## config.mk

```make
export PLATFORM = sky130hd
export DESIGN_NAME = delay_seq_driver_flat
export DESIGN_NICKNAME = d
export VERILOG_FILES = /design/src/rtl/delay_seq_pkg.sv /design/src/rtl/delay_seq_driver_if.sv /design/src/rtl/delay_down_counter.sv /design/src/rtl/delay_seq_driver.sv /design/src/flat_wrapper.sv
export SDC_FILE = /design/constraint.sdc
export NUM_CORES = 1
export LEC_CHECK = 0
export ABC_AREA = 1
export CAP_MARGIN = 40
export CORE_MARGIN = 3
export CORE_UTILIZATION = 43
export DETAILED_ROUTE_END_ITERATION = 7
export GPL_TIMING_DRIVEN = 0
export PLACE_DENSITY = 0.65
export SETUP_SLACK_MARGIN = 0.02
export SYNTH_ARGS = -nofsm -noshare
export SYNTH_HDL_FRONTEND = slang
export SYNTH_HIERARCHICAL = 1
export SYNTH_SLANG_ARGS = --single-unit
```

## constraint.sdc

```tcl
create_clock -name clk -period 4.8 [get_ports clk]
set_input_delay 0.96 -clock clk [delete_from_list [all_inputs] [get_ports clk]]
set_output_delay 0.96 -clock clk [all_outputs]
set_load 0.01 [all_outputs]
```

## src/rtl/delay_seq_pkg.sv

```systemverilog
// Shared types and helpers for the a ##d b stimulus generator.
//   state_e      : sequencer phases
//   clamp_delay  : maps a requested distance onto 1..max_delay
package delay_seq_pkg;

    localparam int unsigned DEFAULT_MAX_DELAY = 8;
    localparam int unsigned DEFAULT_DELAY_W   = $clog2(DEFAULT_MAX_DELAY + 1);

    typedef enum logic [1:0] {
        IDLE = 2'd0,
        A_PH = 2'd1,
        WAIT = 2'd2,
        B_PH = 2'd3
    } state_e;

    // Zero distance is meaningless for a ##d b, so it collapses to 1.
    function automatic int unsigned clamp_delay(input int unsigned req_delay,
                                                input int unsigned max_delay);
        if (req_delay == 0)
            return 1;
        if (req_delay > max_delay)
            return max_delay;
        return req_delay;
    endfunction

endpackage

```

## src/rtl/delay_seq_driver_if.sv

```systemverilog
// Request/pattern bundle of delay_seq_driver.
//   start, delay, a_hold : request side (driven by master)
//   a, b, busy, done     : generated pattern and status (driven by slave)
interface delay_seq_driver_if
    import delay_seq_pkg::*;
#(
    parameter int unsigned DELAY_W = DEFAULT_DELAY_W
);

    logic               start;
    logic [DELAY_W-1:0] delay;
    logic               a_hold;
    logic               a;
    logic               b;
    logic               busy;
    logic               done;

    modport master (
        output start, delay, a_hold,
        input  a, b, busy, done
    );

    modport slave (
        input  start, delay, a_hold,
        output a, b, busy, done
    );

endinterface

```

## src/rtl/delay_down_counter.sv

```systemverilog
// Loadable down-counter timing the WAIT phase.
//   clk, rst_n : parent clock / async active-low reset
//   load       : load load_val (takes priority over en)
//   en         : decrement by one
//   cnt        : current count
//   at_one     : count equals 1 (last WAIT cycle)
module delay_down_counter
    import delay_seq_pkg::*;
#(
    parameter int unsigned DELAY_W = DEFAULT_DELAY_W
) (
    input  logic               clk,
    input  logic               rst_n,
    input  logic               load,
    input  logic [DELAY_W-1:0] load_val,
    input  logic               en,
    output logic [DELAY_W-1:0] cnt,
    output logic               at_one
);

    logic [DELAY_W-1:0] cnt_q;
    logic [DELAY_W-1:0] cnt_d;

    // Next count
    always_comb begin
        cnt_d = cnt_q;
        if (load)
            cnt_d = load_val;
        else if (en)
            cnt_d = cnt_q - DELAY_W'(1);
    end

    // Count register
    always_ff @(posedge clk or negedge rst_n) begin
        if (!rst_n)
            cnt_q <= '0;
        else
            cnt_q <= cnt_d;
    end

    assign cnt    = cnt_q;
    assign at_one = (cnt_q == DELAY_W'(1));

endmodule

```

## src/rtl/delay_seq_driver.sv

```systemverilog
// Generates the a ##d b pattern: a in the cycle after start, one-cycle b
// d cycles later, done one cycle after b. d and a_hold latched at start.
//   clk, rst_n : clock / async active-low reset
//   bus        : delay_seq_driver_if slave (start/delay/a_hold in,
//                a/b/busy/done out, all outputs registered)
module delay_seq_driver
    import delay_seq_pkg::*;
#(
    parameter int unsigned MAX_DELAY = DEFAULT_MAX_DELAY,
    parameter int unsigned DELAY_W   = $clog2(MAX_DELAY + 1)
) (
    input  logic clk,
    input  logic rst_n,
    delay_seq_driver_if.slave bus
);

    state_e             state_q, state_d;
    logic [DELAY_W-1:0] dly_q, dly_d;
    logic               hold_q, hold_d;
    logic               a_q, a_d;
    logic               b_q, b_d;
    logic               busy_q, busy_d;
    logic               done_q, done_d;

    logic               cnt_load;
    logic               cnt_en;
    logic [DELAY_W-1:0] cnt_val;
    logic [DELAY_W-1:0] cnt;
    logic               cnt_at_one;

    delay_down_counter #(
        .DELAY_W (DELAY_W)
    ) u_cnt (
        .clk      (clk),
        .rst_n    (rst_n),
        .load     (cnt_load),
        .load_val (cnt_val),
        .en       (cnt_en),
        .cnt      (cnt),
        .at_one   (cnt_at_one)
    );

    // Next state, latched request and next output values
    always_comb begin
        state_d  = state_q;
        dly_d    = dly_q;
        hold_d   = hold_q;
        cnt_load = 1'b0;
        cnt_en   = 1'b0;
        // Counter holds d-1 on entry to WAIT so at_one marks the last WAIT cycle
        cnt_val  = dly_q - DELAY_W'(1);

        case (state_q)
            IDLE: begin
                if (bus.start) begin
                    dly_d   = DELAY_W'(clamp_delay(32'(bus.delay), MAX_DELAY));
                    hold_d  = bus.a_hold;
                    state_d = A_PH;
                end
            end
            A_PH: begin
                if (dly_q == DELAY_W'(1)) begin
                    state_d = B_PH;
                end else begin
                    cnt_load = 1'b1;
                    state_d  = WAIT;
                end
            end
            WAIT: begin
                if (cnt_at_one)
                    state_d = B_PH;
                else
                    cnt_en = (cnt != '0);
            end
            B_PH: begin
                state_d = IDLE;
            end
            default: begin
                state_d = IDLE;
            end
        endcase

        // Outputs follow the state being entered so they are registered
        a_d    = (state_d == A_PH) || ((state_d == WAIT) && hold_d);
        b_d    = (state_d == B_PH);
        busy_d = (state_d != IDLE);
        done_d = (state_q == B_PH);
    end

    // State, request and output registers
    always_ff @(posedge clk or negedge rst_n) begin
        if (!rst_n) begin
            state_q <= IDLE;
            dly_q   <= DELAY_W'(1);
            hold_q  <= 1'b0;
            a_q     <= 1'b0;
            b_q     <= 1'b0;
            busy_q  <= 1'b0;
            done_q  <= 1'b0;
        end else begin
            state_q <= state_d;
            dly_q   <= dly_d;
            hold_q  <= hold_d;
            a_q     <= a_d;
            b_q     <= b_d;
            busy_q  <= busy_d;
            done_q  <= done_d;
        end
    end

    assign bus.a    = a_q;
    assign bus.b    = b_q;
    assign bus.busy = busy_q;
    assign bus.done = done_q;

endmodule

```

## src/flat_wrapper.sv

```systemverilog
// flat-port wrapper written by rule: the top's interface ports become plain ports
module delay_seq_driver_flat import delay_seq_pkg::*;
#(
    parameter int unsigned MAX_DELAY = DEFAULT_MAX_DELAY,
    parameter int unsigned DELAY_W   = $clog2(MAX_DELAY + 1)
)
  (clk, rst_n, bus_start, bus_delay, bus_a_hold, bus_a, bus_b, bus_busy, bus_done);
  delay_seq_driver_if #(.DELAY_W(DELAY_W)) bus_i ();
  input  logic clk;
  input  logic rst_n;
  input wire logic [$bits(bus_i.start)-1:0] bus_start;
  input wire logic [$bits(bus_i.delay)-1:0] bus_delay;
  input wire logic [$bits(bus_i.a_hold)-1:0] bus_a_hold;
  output wire logic [$bits(bus_i.a)-1:0] bus_a;
  output wire logic [$bits(bus_i.b)-1:0] bus_b;
  output wire logic [$bits(bus_i.busy)-1:0] bus_busy;
  output wire logic [$bits(bus_i.done)-1:0] bus_done;
  assign bus_i.start = bus_start;
  assign bus_i.delay = bus_delay;
  assign bus_i.a_hold = bus_a_hold;
  assign bus_a = bus_i.a;
  assign bus_b = bus_i.b;
  assign bus_busy = bus_i.busy;
  assign bus_done = bus_i.done;
  delay_seq_driver #(.MAX_DELAY(MAX_DELAY), .DELAY_W(DELAY_W)) u_core (.clk(clk), .rst_n(rst_n), .bus(bus_i));
endmodule
```

==> results.sh, run 1 <==
export IMPL_postRouteAntennaNets=0
export IMPL_min_to="u_core/hold_q$_DFF_PN0_"
export IMPL_finalSetupTns_ps=0
export IMPL_holdPathStages=2
export IMPL_synthFlopType="dfrtp_1"
export IMPL_die_area_um2=2520
export IMPL_rr_worst_depth=6
export IMPL_worst_slack_ps=2700
export IMPL_crit_chain="clkdlybuf4s50_1"
export IMPL_r2r_setup_slack_ps=3040
export IMPL_vias=606
export IMPL_grt_pass1_vias=588
export IMPL_crit_buf_inv=1
export IMPL_drt_total_wl_um=1270
export IMPL_dp_cells=130
export IMPL_fin_crit_sh_pct=43.7
export IMPL_critPathRequiredTime_ps=3840
export IMPL_synth_async_sr_flop_share_pct=100
export IMPL_synth_cell_types=24
export IMPL_cap_violations=0
export IMPL_io_buffer_count=11
export IMPL_drtIter0Drc=6
export IMPL_clkSinkCount=15
export IMPL_io_pins=12
export IMPL_powerDensity_nw_per_um2=632
export IMPL_syn_area_um2=840
export IMPL_synth_top_cell_by_area="dfrtp_1"
export IMPL_rows=15
export IMPL_start_util_pct=47.1
export IMPL_postCtsSetupBuffers=0
export IMPL_placed_cell_area_um2=981
export IMPL_path_max_fanout=1
export IMPL_slew_viol_final=0
export IMPL_ir_drop_uv=314
export IMPL_cts_reportedPaths_clkPinSlew_ps=90
export IMPL_clk_insertion_delay_late_ps=280
export IMPL_rsz0062_at_grt="no"
export IMPL_worst_pin_slew_ps=646
export IMPL_crit_family="buffers and inverters"
export IMPL_r2r_start="u_core/state_q[1]$_DFF_PN0_"
export IMPL_syn_to_final_growth_pct=20.1
export IMPL_postLayoutCellArea_um2=1010
export IMPL_worstSetupEndpointType="output port"
export IMPL_syn_nets=111
export IMPL_start_kind="flop"
export IMPL_synth_enable_flop_cells=0
export IMPL_gp_congestion=0.758
export IMPL_cts_hold_fix_buffers=0
export IMPL_firstDrtPassIters=4
export IMPL_path_class="reg2out"
export IMPL_timing_rr_end="u_core/u_cnt/cnt[3]$_DFFE_PN0P_"
export IMPL_relSlewSlack_pct=56.8
export IMPL_synthTopCellsByCount="inv_1, nand2_1, dfrtp_1, ha_1"
export IMPL_synth_most_common_cell="inv_1"
export IMPL_dp_slack_ps=2770
export IMPL_clock_path_buffers=2
export IMPL_synth_top_area_share_pct=41.7
export IMPL_syn_inst=94
export IMPL_syn_area_per_cell_um2=8.93
export IMPL_hold_viol=0
export IMPL_fin_cells=134
export IMPL_track_usage_pct=12.4
export IMPL_cts_root_buffer="clkbuf_4"
export IMPL_drive_above_1_share_pct=12.8
export IMPL_cts_tree="yes"
export IMPL_grt_max_degree=16
export IMPL_cp_slowest_cell="clkdlybuf4s50_1"
export IMPL_dp_hpwl_um=999
export IMPL_status="finished, final reports clean"
export IMPL_cts_resized=0
export IMPL_setup_viol=0
export IMPL_grt_pass1_wl_um=2330
export IMPL_slowest_delay_ps=520
export IMPL_synth_seq_cells=15
export IMPL_fin_crit_ps=2100
export IMPL_synth_area_leaders="dfrtp_1, ha_1, inv_1, nand2_1, dfstp_2"
export IMPL_overflow=0
export IMPL_arrival_ps=1140
export IMPL_hold_path_startpoint="u_core/hold_q$_DFF_PN0_"
export IMPL_die_w_um=50.2
export IMPL_fmax_mhz=477
export IMPL_fin_worst_skew_ps=2.59
export IMPL_ys_warn_count=6
export IMPL_viasPerCell=4.52
export IMPL_coreArea_um2=1780
export IMPL_antenna_found_initial=0
export IMPL_post_drt_wl_per_cell_um=9.49
export IMPL_ys_seq_area_share_pct=44.9
export IMPL_nets=127
export IMPL_hold_path_class="reg2reg"
export IMPL_cts_buffers=3
export IMPL_die_h_um=50.2
export IMPL_diodes=0
export IMPL_cts_max_level=1
export IMPL_post_route_drc_count=0
export IMPL_leakagePower_uw=0.000522
==> report_power, final <==
part           internal [uW]  leakage (uW)  switching [uW]
sequential               190      0.000182            44.7
combinational            148      0.000322             185
clock                   30.9     0.0000177            39.4
==> per-layer routing <==
layer	share of wire [%]	global-route usage (%)	vias up
met4	1.4	8.29	0
met5	0	0	-
li1	-	-	324
met3	5.4	2.97	2
met2	45	18.9	13
met1	48	15.3	267
==> stage by stage <==
step	total power, uW	utilization, %	hold slack (ps)
2_1_floorplan	483	-	449
3_3_place_gp	569	55.0	464
3_5_place_dp	573	55.0	481
4_1_cts	649	56.6	507
5_1_grt	712	56.6	546
6_report	637	56.6	505
==> tightest hold or removal path: cells and delay by family (launching register included) <==
kind | cells | cell delay (ps)
flip-flops | 1 | 340
AND/OR/NAND/NOR | 2 | 130
==> cells by family after synthesis <==
kind of cell | after synthesis | share of synthesized area, %
simple gates | 33 | 19.2
buf+inv | 22 | 9.84
flops | 15 | 44.9
compound gates | 12 | 9.54
fa+ha+maj | 9 | 13.4
xor+xnor | 3 | 3.13
==> state kept, by name, summed over array words and instances, names as in the netlist <==
| register | flops |
|---|---|
| u_core/bus.a | 1 |
| u_core/bus.b | 1 |
| u_core/bus.busy | 1 |
| u_core/bus.done | 1 |
| u_core/dly_q | 4 |
| u_core/hold_q | 1 |
| u_core/state_q | 2 |
| u_core/u_cnt/cnt | 4 |
==> final cells by class <==
class,count,area (um^2)
flip-flops and latches,15,377
inverters,22,82.6
clock inverters,1,5.00
repair buffers,11,110
fillers,175,774
well taps,25,31.3
multi-input cells,57,380
clock buffers,3,22.5
==> how the worst max path moves through the flow <==
stage | from | endpoint | slack [ps] | cells after the start
after global routing | u_core/bus.a$_DFF_PN0_ | bus_a | 2640 | 1
after CTS | u_core/bus.b$_DFF_PN0_ | bus_b | 2680 | 1
final | u_core/bus.b$_DFF_PN0_ | bus_b | 2700 | 1
after floorplan | u_core/state_q[1]$_DFF_PN0_ | u_core/u_cnt/cnt[3]$_DFFE_PN0P_ | 3260 | 6
after global placement | bus_start | u_core/bus.a$_DFF_PN0_ | 2770 | 9
after detailed placement | bus_start | u_core/bus.a$_DFF_PN0_ | 2770 | 9
==> cell usage in the layout, fill, tap and decap left out, drive strengths merged <==
cell type,instances
inv,22
o21ai,2
xnor2,1
a22oi,1
clkinv,1
clkdlybuf4s50,11
nor3,1
a21boi,2
nand3,6
dfstp,1
nor3b,1
ha,9
nor4,1
o22ai,3
nor2,5
a21oi,2
xor2,2
dfrtp,14
o211ai,2
nand2,19
clkbuf,3
Power figures use the tool's default switching activity.
==> inputs of run 2 (changes only) <==
Settings changed: PLACE_DENSITY 0.65 to 0.68.
Clock period 4.8 ns to 1.8 ns, I/O delays scaled along.
==> results.sh, run 2 (synthesized netlist as in run 1, its figures left out) <==
export IMPL_dp_slack_ps=54.4
export IMPL_fin_crit_ps=1580
export IMPL_cts_hold_fix_buffers=0
export IMPL_clkSinkCount=15
export IMPL_hold_path_class="in2async"
export IMPL_setup_viol=0
export IMPL_cts_max_level=1
export IMPL_r2r_start="u_core/state_q[1]$_DFF_PN0_"
export IMPL_die_w_um=50.2
export IMPL_start_util_pct=47.1
export IMPL_rsz0062_at_grt="no"
export IMPL_finalSetupTns_ps=0
export IMPL_track_usage_pct=12.7
export IMPL_cap_violations=0
export IMPL_leakagePower_uw=0.000520
export IMPL_firstDrtPassIters=4
export IMPL_cts_buffers=3
export IMPL_io_buffer_count=11
export IMPL_ir_drop_uv=858
export IMPL_gp_congestion=0.733
export IMPL_start_kind="flop"
export IMPL_worst_pin_slew_ps=646
export IMPL_antenna_found_initial=0
export IMPL_fin_worst_skew_ps=1.91
export IMPL_grt_pass1_wl_um=2350
export IMPL_hold_viol=0
export IMPL_powerDensity_nw_per_um2=1710
export IMPL_critPathRequiredTime_ps=1970
export IMPL_placed_cell_area_um2=981
export IMPL_postRouteAntennaNets=0
export IMPL_worstSetupEndpointType="flop"
export IMPL_vias=614
export IMPL_holdWs_ps=470
export IMPL_nets=127
export IMPL_cts_root_buffer="clkbuf_4"
export IMPL_arrival_ps=1750
export IMPL_clock_path_buffers=2
export IMPL_clk_insertion_delay_late_ps=280
export IMPL_status="finished, final reports clean"
export IMPL_endpoint="u_core/u_cnt/cnt[2]$_DFFE_PN0P_"
export IMPL_post_drt_wl_per_cell_um=9.69
export IMPL_io_pins=12
export IMPL_syn_to_final_growth_pct=20.0
export IMPL_timing_rr_end="u_core/u_cnt/cnt[2]$_DFFE_PN0P_"
export IMPL_dp_hpwl_um=1020
export IMPL_post_route_drc_count=0
export IMPL_cts_reportedPaths_clkPinSlew_ps=90
export IMPL_rr_worst_depth=6
export IMPL_fmax_mhz=634
export IMPL_drt_total_wl_um=1300
export IMPL_final_common_cell="inv_1"
export IMPL_die_h_um=50.2
export IMPL_postLayoutCellArea_um2=1010
export IMPL_path_class="reg2reg"
export IMPL_fin_crit_sh_pct=87.6
export IMPL_rows=15
export IMPL_drtIter0Drc=16
export IMPL_die_area_um2=2520
export IMPL_cp_startpoint="u_core/state_q[1]$_DFF_PN0_"
export IMPL_grt_max_degree=16
export IMPL_overflow=0
export IMPL_layout_common_cells="inv_1, nand2_1, dfrtp_1"
export IMPL_relSlewSlack_pct=56.8
export IMPL_grt_pass1_vias=589
export IMPL_coreArea_um2=1780
export IMPL_slew_viol_final=0
export IMPL_drive_above_1_share_pct=11.9
export IMPL_worst_slack_ps=223
export IMPL_cts_tree="yes"
export IMPL_r2r_setup_slack_ps=220
export IMPL_viasPerCell=4.58
export IMPL_path_max_fanout=6
export IMPL_diodes=0
run 2: how the worst min path moves through the flow:
stage,startpoint,endpoint,slack [ps],cells past startpoint
floorplan,rst_n,u_core/bus.a$_DFF_PN0_,60,0
global placement,u_core/hold_q$_DFF_PN0_,u_core/hold_q$_DFF_PN0_,460,2
detailed placement,u_core/hold_q$_DFF_PN0_,u_core/hold_q$_DFF_PN0_,460,2
CTS,rst_n,u_core/u_cnt/cnt[1]$_DFFE_PN0P_,500,1
global route,u_core/hold_q$_DFF_PN0_,u_core/hold_q$_DFF_PN0_,510,2
finish,rst_n,u_core/u_cnt/cnt[1]$_DFFE_PN0P_,470,1
run 2: repair_timing:
item                                    in CTS  in global routing
endpoints found under the setup margin       0                  4
resized for setup                            0                  1
endpoints found under the hold margin        0                  0
setup buffers                                0                  0
run 2: where the power goes:
part / internal [uW] / switching (uW)
sequential: 507 / 120
combinational: 396 / 503
clock: 86.1 / 106
run 2: metal layers:
| metal | vias up | share of wire, % | wire [um] | global-route usage [%] |
|---|---|---|---|---|
| met5 | - | 0 | 0 | 0 |
| met4 | 0 | 3.3 | 43 | 11.1 |
| met3 | 4 | 4.2 | 54 | 2.67 |
| met2 | 11 | 46 | 595 | 18.9 |
| met1 | 277 | 47 | 606 | 15.3 |
| li1 | 322 | - | - | - |
run 2: final cells by class:
| class | instances | area [um^2] |
|---|---|---|
| Inverter | 22 | 82.6 |
| Timing Repair Buffer | 11 | 110 |
| Tap cell | 25 | 31.3 |
| Multi-Input combinational cell | 57 | 380 |
| Sequential cell | 15 | 377 |
| Fill cell | 162 | 776 |
| Clock buffer | 4 | 26.3 |
run 2: critical path, stage by stage (launching register included):
cell,delay [ps]
dfrtp_1,410
inv_1,110
ha_1,180
a21boi_1,370
nor2_1,160
a21boi_1,150
o21ai_0,90
run 2: metrics by stage:
step	cells	power [uW]	util, %
final	134	1720	56.5
after global routing	134	1910	56.5
after CTS	134	1740	56.5
after detailed placement	130	1540	55.0
after global placement	130	1510	55.0
after floorplan	94	1290	-
